**src/rtl/xge_mac_ocp_reg_bridge.sv**
```systemverilog
// xge_mac_ocp_reg_bridge: OCP slave to xge_mac register-bus bridge, one
// transaction outstanding. Each accepted WR/RD becomes a one-cycle
// regb_wen_o/regb_ren_o strobe. The bridge waits for regb_ack_i and returns
// DVA/ERR on SResp, with read data on SData.
//
// Optional feature: define XGE_MAC_OCP_BRIDGE_TIMEOUT_EN to force an ERR
// response (and pulse timeout_o) after TIMEOUT_CYCLES WAIT cycles with no ack.
//
// Ports:
//   clk, resetn                  clock, synchronous active-low reset
//   ocp_MCmd_i/MAddr_i/MData_i   OCP request (IDLE/WR/RD, others -> ERR)
//   ocp_SCmdAccept_o             request accepted this cycle (IDLE only)
//   ocp_SResp_o/SData_o          OCP response (NULL/DVA/ERR) and read data
//   ocp_MRespAccept_i            master consumes the response
//   regb_addr_o/wbdata_o         captured address / write data
//   regb_wen_o/ren_o             one-cycle write / read strobes
//   regb_rdata_i/ack_i/error_i   register block reply
//   timeout_o                    one-cycle pulse on a forced timeout
module xge_mac_ocp_reg_bridge #(
    parameter int REG_ADDR_WIDTH = 32,
    parameter int REG_DATA_WIDTH = 32,
    parameter int TIMEOUT_CYCLES = 16
) (
    input  logic                      clk,
    input  logic                      resetn,
    input  logic [2:0]                ocp_MCmd_i,
    input  logic [REG_ADDR_WIDTH-1:0] ocp_MAddr_i,
    input  logic [REG_DATA_WIDTH-1:0] ocp_MData_i,
    output logic                      ocp_SCmdAccept_o,
    output logic [1:0]                ocp_SResp_o,
    output logic [REG_DATA_WIDTH-1:0] ocp_SData_o,
    input  logic                      ocp_MRespAccept_i,
    output logic [REG_ADDR_WIDTH-1:0] regb_addr_o,
    output logic [REG_DATA_WIDTH-1:0] regb_wbdata_o,
    output logic                      regb_wen_o,
    output logic                      regb_ren_o,
    input  logic [REG_DATA_WIDTH-1:0] regb_rdata_i,
    input  logic                      regb_ack_i,
    input  logic                      error_i,
    output logic                      timeout_o
);

    localparam logic [2:0] CMD_IDLE = 3'b000;
    localparam logic [2:0] CMD_WR   = 3'b001;
    localparam logic [2:0] CMD_RD   = 3'b010;

    localparam logic [1:0] RESP_NULL = 2'b00;
    localparam logic [1:0] RESP_DVA  = 2'b01;
    localparam logic [1:0] RESP_ERR  = 2'b11;

    typedef enum logic [1:0] {
        S_IDLE,
        S_REQ,
        S_WAIT,
        S_RESP
    } state_e;

    state_e                    state_q, state_d;
    logic [REG_ADDR_WIDTH-1:0] addr_q, addr_d;
    logic [REG_DATA_WIDTH-1:0] wdata_q, wdata_d;
    logic                      rd_q, rd_d;
    logic [1:0]                sresp_q, sresp_d;
    logic [REG_DATA_WIDTH-1:0] sdata_q, sdata_d;

`ifdef XGE_MAC_OCP_BRIDGE_TIMEOUT_EN
    localparam int CNT_W = $clog2(TIMEOUT_CYCLES + 1);

    logic [CNT_W-1:0] cnt_q, cnt_d;
    logic             tout_q, tout_d;
    logic             tmo_hit;

    // cnt_q counts ack-less WAIT cycles already elapsed, so the match on
    // TIMEOUT_CYCLES-1 fires in the TIMEOUT_CYCLES-th ack-less cycle.
    assign tmo_hit   = (cnt_q == CNT_W'(TIMEOUT_CYCLES - 1));
    assign timeout_o = tout_q;
`else
    assign timeout_o = 1'b0;
`endif

    // resetn gates accept so that no command is taken during a reset cycle.
    assign ocp_SCmdAccept_o = (state_q == S_IDLE) && resetn;

    assign regb_wen_o    = (state_q == S_REQ) && !rd_q;
    assign regb_ren_o    = (state_q == S_REQ) && rd_q;
    assign regb_addr_o   = addr_q;
    assign regb_wbdata_o = wdata_q;
    assign ocp_SResp_o   = sresp_q;
    assign ocp_SData_o   = sdata_q;

    always_comb begin
        state_d = state_q;
        addr_d  = addr_q;
        wdata_d = wdata_q;
        rd_d    = rd_q;
        sresp_d = sresp_q;
        sdata_d = sdata_q;
`ifdef XGE_MAC_OCP_BRIDGE_TIMEOUT_EN
        cnt_d   = cnt_q;
        tout_d  = 1'b0;
`endif
        unique case (state_q)
            S_IDLE: begin
                if (ocp_MCmd_i == CMD_WR || ocp_MCmd_i == CMD_RD) begin
                    addr_d  = ocp_MAddr_i;
                    wdata_d = ocp_MData_i;
                    rd_d    = (ocp_MCmd_i == CMD_RD);
                    state_d = S_REQ;
                end else if (ocp_MCmd_i != CMD_IDLE) begin
                    // Unsupported command: answer ERR with no bus access.
                    sresp_d = RESP_ERR;
                    sdata_d = '0;
                    state_d = S_RESP;
                end
            end
            S_REQ: begin
                state_d = S_WAIT;
`ifdef XGE_MAC_OCP_BRIDGE_TIMEOUT_EN
                cnt_d   = '0;
`endif
            end
            S_WAIT: begin
                if (regb_ack_i) begin
                    sresp_d = error_i ? RESP_ERR : RESP_DVA;
                    sdata_d = (rd_q && !error_i) ? regb_rdata_i : '0;
                    state_d = S_RESP;
                end
`ifdef XGE_MAC_OCP_BRIDGE_TIMEOUT_EN
                else if (tmo_hit) begin
                    sresp_d = RESP_ERR;
                    sdata_d = '0;
                    tout_d  = 1'b1;
                    state_d = S_RESP;
                end else begin
                    cnt_d = cnt_q + 1'b1;
                end
`endif
            end
            S_RESP: begin
                if (ocp_MRespAccept_i) begin
                    sresp_d = RESP_NULL;
                    sdata_d = '0;
                    state_d = S_IDLE;
                end
            end
            default: begin
                state_d = S_IDLE;
            end
        endcase
    end

    always_ff @(posedge clk) begin
        if (!resetn) begin
            state_q <= S_IDLE;
            addr_q  <= '0;
            wdata_q <= '0;
            rd_q    <= 1'b0;
            sresp_q <= RESP_NULL;
            sdata_q <= '0;
`ifdef XGE_MAC_OCP_BRIDGE_TIMEOUT_EN
            cnt_q   <= '0;
            tout_q  <= 1'b0;
`endif
        end else begin
            state_q <= state_d;
            addr_q  <= addr_d;
            wdata_q <= wdata_d;
            rd_q    <= rd_d;
            sresp_q <= sresp_d;
            sdata_q <= sdata_d;
`ifdef XGE_MAC_OCP_BRIDGE_TIMEOUT_EN
            cnt_q   <= cnt_d;
            tout_q  <= tout_d;
`endif
        end
    end

endmodule

```
**config.mk**
```make
export PLATFORM = sky130hd
export DESIGN_NAME = xge_mac_ocp_reg_bridge
export DESIGN_NICKNAME = d
export VERILOG_FILES = /design/src/rtl/xge_mac_ocp_reg_bridge.sv
export SDC_FILE = /design/constraint.sdc
export NUM_CORES = 1
export LEC_CHECK = 0
export ABC_AREA = 1
export CAP_MARGIN = 30
export CORE_MARGIN = 10
export CORE_UTILIZATION = 37
export DETAILED_ROUTE_END_ITERATION = 16
export PLACE_DENSITY = 0.77
export SYNTH_ARGS = -nofsm -noshare
export SYNTH_HDL_FRONTEND = slang
export SYNTH_SLANG_ARGS = --single-unit
```
**constraint.sdc**
```tcl
create_clock -name clk -period 1.9 [get_ports clk]
set_clock_uncertainty 0.2 [all_clocks]
set_input_delay 0.57 -clock clk [delete_from_list [all_inputs] [get_ports clk]]
set_output_delay 0.57 -clock clk [all_outputs]
set_load 0.02 [all_outputs]
```
== Word level (Yosys, flattened, before mapping) ==
Cells that the tools add are included.

* Eq/ne operators: 10
* Muxes and demuxes: 15
* Reductions and logical operators: 13

{| class="wikitable"
|+ Operators by type and width
! operator !! count
|-
| 32-bit two-way mux || 5
|-
| 32-bit one-hot mux with 3 select lines || 1
|-
| 2-bit two-way mux || 7
|-
| 2-bit one-hot mux with 4 select lines || 1
|-
| 2-bit != test, second input constant || 3
|-
| 2-bit one-hot mux with 3 select lines || 1
|-
| 3-bit nonzero test || 2
|-
| 5-bit AND reduction || 1
|-
| 2-bit == test, second input constant || 2
|-
| 1-bit logical AND || 4
|-
| 3-bit by 1-bit == test with 1-bit output, second input constant || 1
|-
| 3-bit by 2-bit == test with 1-bit output, second input constant || 1
|-
| 3-bit by 1-bit != test with 1-bit output, second input constant || 1
|-
| 3-bit AND reduction || 1
|-
| 2-bit by 1-bit == test with 1-bit output, second input constant || 1
|-
| 1-bit logical NOT || 2
|-
| 2-bit logical NOT || 1
|-
| 2-bit by 1-bit != test with 1-bit output, second input constant || 1
|-
| 2-bit AND reduction || 1
|-
| 1-bit logical OR || 1
|}

* Register bits after elaboration: 101
* Output and inout bits: 102
* Word-level logic and storage cells: 44

== Longest topological paths before layout ==
Gate-level depths: netlist of the first run.

* Depth after elaboration: 5
* Gate-level depth with buffers: 10
* Depth with buffers taken out: 8

== Worst setup path after synthesis of the first run ==
No wires, ideal clock.

* Path type: input -> output
* Start: input resetn
* End: output ocp_SCmdAccept_o
* Arrival time: 1306 ps
* Data required time: 1130 ps
* Setup slack: -176 ps
* Stages: 4
* Path buffers: 2
* Cell sequence: clkbuf_1 clkbuf_1 nand2_1 inv_1

* Longest elaborated chain between the ends: 1

{| class="wikitable"
|+ RTL lines
! what !! line !! RTL
|-
| start: declaration || 25 || <nowiki>input logic resetn,</nowiki>
|-
| 1-bit logical AND || 81 || <nowiki>assign ocp_SCmdAccept_o = (state_q == S_IDLE) && resetn;</nowiki>
|-
| end: declaration || 29 || <nowiki>output logic ocp_SCmdAccept_o,</nowiki>
|}

Every way passes these cells.

== Worst setup path after layout of the first run ==
* Start: register state_q[0]
* End: output regb_wen_o

* Longest elaborated chain between the ends: 2

{| class="wikitable"
|+ RTL lines
! what !! line !! RTL
|-
| start: declaration || 58 || <nowiki>state_e state_q, state_d;</nowiki>
|-
| start signal: assignment || 164 || <nowiki>state_q <= state_d;</nowiki>
|-
| 2-bit by 1-bit == test with 1-bit output || 83 || <nowiki>assign regb_wen_o = (state_q == S_REQ) && !rd_q;</nowiki>
|-
| 1-bit logical AND || 83 ||
|-
| end: declaration || 35 || <nowiki>output logic regb_wen_o,</nowiki>
|}

Every way passes these cells.

==> out/summary.log, run 1 <==
qor: outcome.outcome finished with violations
qor: outcome.failed_checks negative setup slack
qor: setup_path.critical-path-top-delay-family flip-flops
qor: yosys.ys_seq_elements 101
qor: sta.period_minus_slack 1.938 ns
qor: global_routing.track_usage 0.1643
qor: cts.tritoncts_num_sinks 101
qor: layout.layout_common_cells sky130_fd_sc_hd__nor2_1 (168), sky130_fd_sc_hd__dlygate4sd2_1 (100), sky130_fd_sc_hd__clkdlybuf4s50_1 (99), sky130_fd_sc_hd__dfxtp_1 (99), sky130_fd_sc_hd__o21ai_0 (67)
qor: sta.slew_viol_final 0
qor: yosys.synth_area_per_cell 7.635 sq um
qor: setup_path.crit_fanout 3
qor: global_routing.first_pass_grt_wire_length 22170 microns
qor: setup_path.reg2reg_from state_q[0]$_SDFFE_PN0P_
qor: setup_path.crit_path_max_incr_delay 0.35 ns
qor: power_and_ir_drop.part_of_the_total_power_dissipated_in_sequential_elements 0.295
qor: layout.area.growth.synth_to_final 64.33%
qor: yosys.syn-num-nets 670
qor: sta.worst_slack -0.03764 ns
qor: run.drv_cap 0
qor: global_routing.antenna_found_initial 1
qor: global_routing.globalRoute.totalOverflow 0
qor: power_and_ir_drop.power.switching_fraction 0.3903
qor: yosys.syn_area 4275 sq um
qor: routing.drt_pass1_iterations 4
qor: die.design.portCount 206
qor: layout.layout.cells.non_filler 913
qor: placed_design.gpl.final_weighted_congestion 0.7615
qor: setup_path.timing.critical_path.cells buf_6 -> ha_4 -> inv_2 -> nor2_4 -> buf_6
qor: layout.fill_cells 997
qor: routing.route.vias.total 4467
qor: setup_path.slowest_stage sky130_fd_sc_hd__dfxtp_2
qor: sta.fin_tns_setup -0.07025 ns
qor: cts.cts_max_level 3
qor: yosys.yosysTopAreaCellShare 0.4729
qor: setup_path.timing.critical_path.from_type flip-flop
qor: power_and_ir_drop.cellLeakagePower 3.292 nW
qor: power_and_ir_drop.total_chip_power 0.01035 W
qor: sta.timing.fmax 516.1 MHz
qor: power_and_ir_drop.netSwitchingPower 0.004040 W
qor: die.dieWidth 127.5 microns
qor: layout.drive_above_1_share 0.1406
qor: yosys.yosysUniqueCellTypes 23
qor: cts.cts_tree done
qor: routing.vias_per_cell 4.893
qor: yosys.yosysSeqAreaShare 0.4729
qor: routing.drtAntennaViolNets 0
qor: setup_path.cp_data_arrival_time 1.17 ns
qor: placed_design.port_buffers 204
qor: setup_path.worst_path_required_time 1.13 ns
qor: sta.finalHoldWorstSlack 0.2789 ns
qor: sta.setup_failing_eps_final 2
qor: sta.part_of_the_cycle_the_worst_path_needs 1.020
qor: sta.finalHoldViolCount 0
qor: cts.number_of_cts_inserted_buffers 9
qor: routing.routed_wirelength 15120 microns
qor: die.fp-row-count 39
qor: power_and_ir_drop.internal_power 0.006312 W
qor: power_and_ir_drop.pwr_density_cell 1474 nW/um^2
qor: sta.grt_setup_unrepaired true
qor: setup_path.r2r-end ocp_SData_o[23]$_SDFFE_PN0P_
qor: cts.worstSkewPairLatency 0.33 ns
qor: power_and_ir_drop.pwr-share-comb 0.520
qor: setup_path.worst_path_most_repeated_cell sky130_fd_sc_hd__buf_6
qor: layout.final_common_cell sky130_fd_sc_hd__nor2_1
qor: power_and_ir_drop.power_frac_clock 0.185
qor: routing.routed_wire_length_per_instance 16.56 microns
qor: sta.slew-limit-headroom 0.4006
qor: setup_path.r2r_cells 11
qor: layout.area_occupied_by_multi_input_gates 2001 sq um
qor: global_routing.grt_max_degree 102
qor: yosys.synth-warning-count 0
qor: yosys.syn_inst 560
qor: setup_path.total_buffers_and_inverters_traversed_by_the_critical_path 3
qor: yosys.ys_top_cells_by_area sky130_fd_sc_hd__dfxtp_1 (47%), sky130_fd_sc_hd__nor2_1 (15%), sky130_fd_sc_hd__nand3_1 (8.0%), sky130_fd_sc_hd__o21ai_0 (7.8%), sky130_fd_sc_hd__a21oi_2 (4.1%)
qor: hold_path.min_path_cells 2
qor: setup_path.worst-r2r-setup-slack 0.01 ns
qor: cts.clk_path_buf_depth 2
qor: die.design.die.area 16260 sq um
qor: die.core_area 11370 sq um
qor: setup_path.timing_worst_setup_path_type flip-flop to output pin
qor: die.effective_utilization_at_floorplan 0.3760
qor: placed_design.placed_instances 881
qor: cts.clock_tree.root_cell sky130_fd_sc_hd__clkbuf_16
qor: placed_design.hpwl 10480 microns
qor: cts.cts-hold-fix-buffers 0
qor: sta.max_slew.worst_pin.slew 0.8991 ns
qor: cts.clkSlewWorstSetupHoldPaths 0.07 ns
qor: global_routing.vias_in_the_first_global_route 4380
qor: die.die_y 127.5 microns
qor: routing.first_iteration_detailed_routing_drc_count 233
qor: hold_path.min_delay_worst_endpoint regb_wbdata_o[16]$_SDFFE_PN0P_
qor: setup_path.critPathCaptureType output pin
qor: yosys.synth_largest_area_cell sky130_fd_sc_hd__dfxtp_1
qor: layout.nets 873
qor: routing.drc 0
qor: power_and_ir_drop.peakVddDrop 775.3 uV
qor: hold_path.hold_class flip-flop to flip-flop
qor: hold_path.hp-start regb_wbdata_o[16]$_SDFFE_PN0P_
qor: layout.regArea 2024 sq um
[cell type report]
type,instances,area share
multi-input combinational,398,0.2848
tap,143,0.02547
inverter,15,0.008370
timing repair buffer,238,0.3471
antenna,2,0.0007124
sequential,101,0.2882
clock buffer,12,0.03793
clock inverter,4,0.007480
[through the flow]
| step | setup slack (ns) | utilization | instance area [sq um] |
|---|---|---|---|
| 6_report | -0.03764 | 0.6179 | 7025 |
| 3_5_place_dp | -0.3877 | 0.5625 | 6395 |
| 3_3_place_gp | -0.3068 | 0.5625 | 6395 |
| 2_1_floorplan | 0.01970 | - | 4280 |
| 4_1_cts | -0.07082 | 0.5914 | 6724 |
| 5_1_grt | -0.09789 | 0.6177 | 7023 |
[worst max-delay path by stage]
stage          slack (ns)                             end  cells past startpoint               startpoint
6_report            -0.04                      regb_wen_o                      5  state_q[0]$_SDFFE_PN0P_
5_1_grt              -0.1                      regb_wen_o                      5  state_q[0]$_SDFFE_PN0P_
4_1_cts             -0.07                      regb_wen_o                      5  state_q[0]$_SDFFE_PN0P_
3_5_place_dp        -0.39     regb_addr_o[0]$_SDFFE_PN0P_                      8            ocp_MCmd_i[0]
3_3_place_gp        -0.31  regb_wbdata_o[15]$_SDFFE_PN0P_                      8            ocp_MCmd_i[0]
2_1_floorplan        0.02                ocp_SCmdAccept_o                      4                   resetn
[layer usage]
layer	routed length, microns	GRT usage	share of wire
met2	7675	0.2907	0.51
met3	1418	0.05624	0.094
met1	5757	0.1754	0.38
met4	265	0.06497	0.018
met5	0	0	0
[worst register-to-register path, cell delays in order (launching register included)]
cell,delay (ns)
sky130_fd_sc_hd__dfxtp_2,0.33
sky130_fd_sc_hd__buf_6,0.12
sky130_fd_sc_hd__buf_4,0.14
sky130_fd_sc_hd__ha_4,0.17
sky130_fd_sc_hd__nand2_4,0.08
sky130_fd_sc_hd__nand3_4,0.08
sky130_fd_sc_hd__nor2_4,0.14
sky130_fd_sc_hd__buf_6,0.18
sky130_fd_sc_hd__clkbuf_16,0.16
sky130_fd_sc_hd__nand3_2,0.06
sky130_fd_sc_hd__nand2_1,0.07
sky130_fd_sc_hd__nor2_1,0.06
[synth_stat cells (all sizes together)]
library cell	count
buf	26
nor2	173
dfxtp	101
conb	1
ha	6
clkbuf	20
nand3	69
a21oi	35
nor3b	1
inv	15
a21boi	1
nand2	45
o21ai	67
[state kept, by name (all words and copies together) (netlist names)]
signal	cells
rd_q	1
regb_addr_o	32
regb_wbdata_o	32
ocp_SData_o	32
ocp_SResp_o	2
state_q	2
[logic make-up (layout without fill, tap and decap cells)]
| group | count (synthesis) | in the layout | synth area share |
|---|---|---|---|
| flops | 101 | 101 | 0.4729 |
| fa+ha+maj | 6 | 6 | 0.01756 |
| buf+inv | 61 | 269 | 0.08896 |
| other cells | 1 | 3 | 0.0008771 |
| simple gates | 288 | 288 | 0.2809 |
| compound gates | 103 | 103 | 0.1387 |
[power groups by stage]
stage / registers, W / clock network, W / logic, W
6_report: 0.00305 / 0.00192 / 0.00538
5_1_grt: 0.00313 / 0.00204 / 0.00582
4_1_cts: 0.00305 / 0.00197 / 0.00473
3_5_place_dp: 0.00312 / 0 / 0.00469
3_3_place_gp: 0.00308 / 0 / 0.00456
2_1_floorplan: 0.00377 / 0 / 0.00216
[repair_timing]
action	CTS	global route
pin swaps	4	12
resized for setup	132	29
cloned	2	7
setup buffers	5	0
endpoints found under the setup margin	137	102
(Power assumes the default switching activity.)
==> run 2, diff against run 1 <==
Settings changed: CTS_CLUSTER_DIAMETER set to 50.
==> results of run 2 <==
Final layout, timing and power as in run 1 (identical DEF).
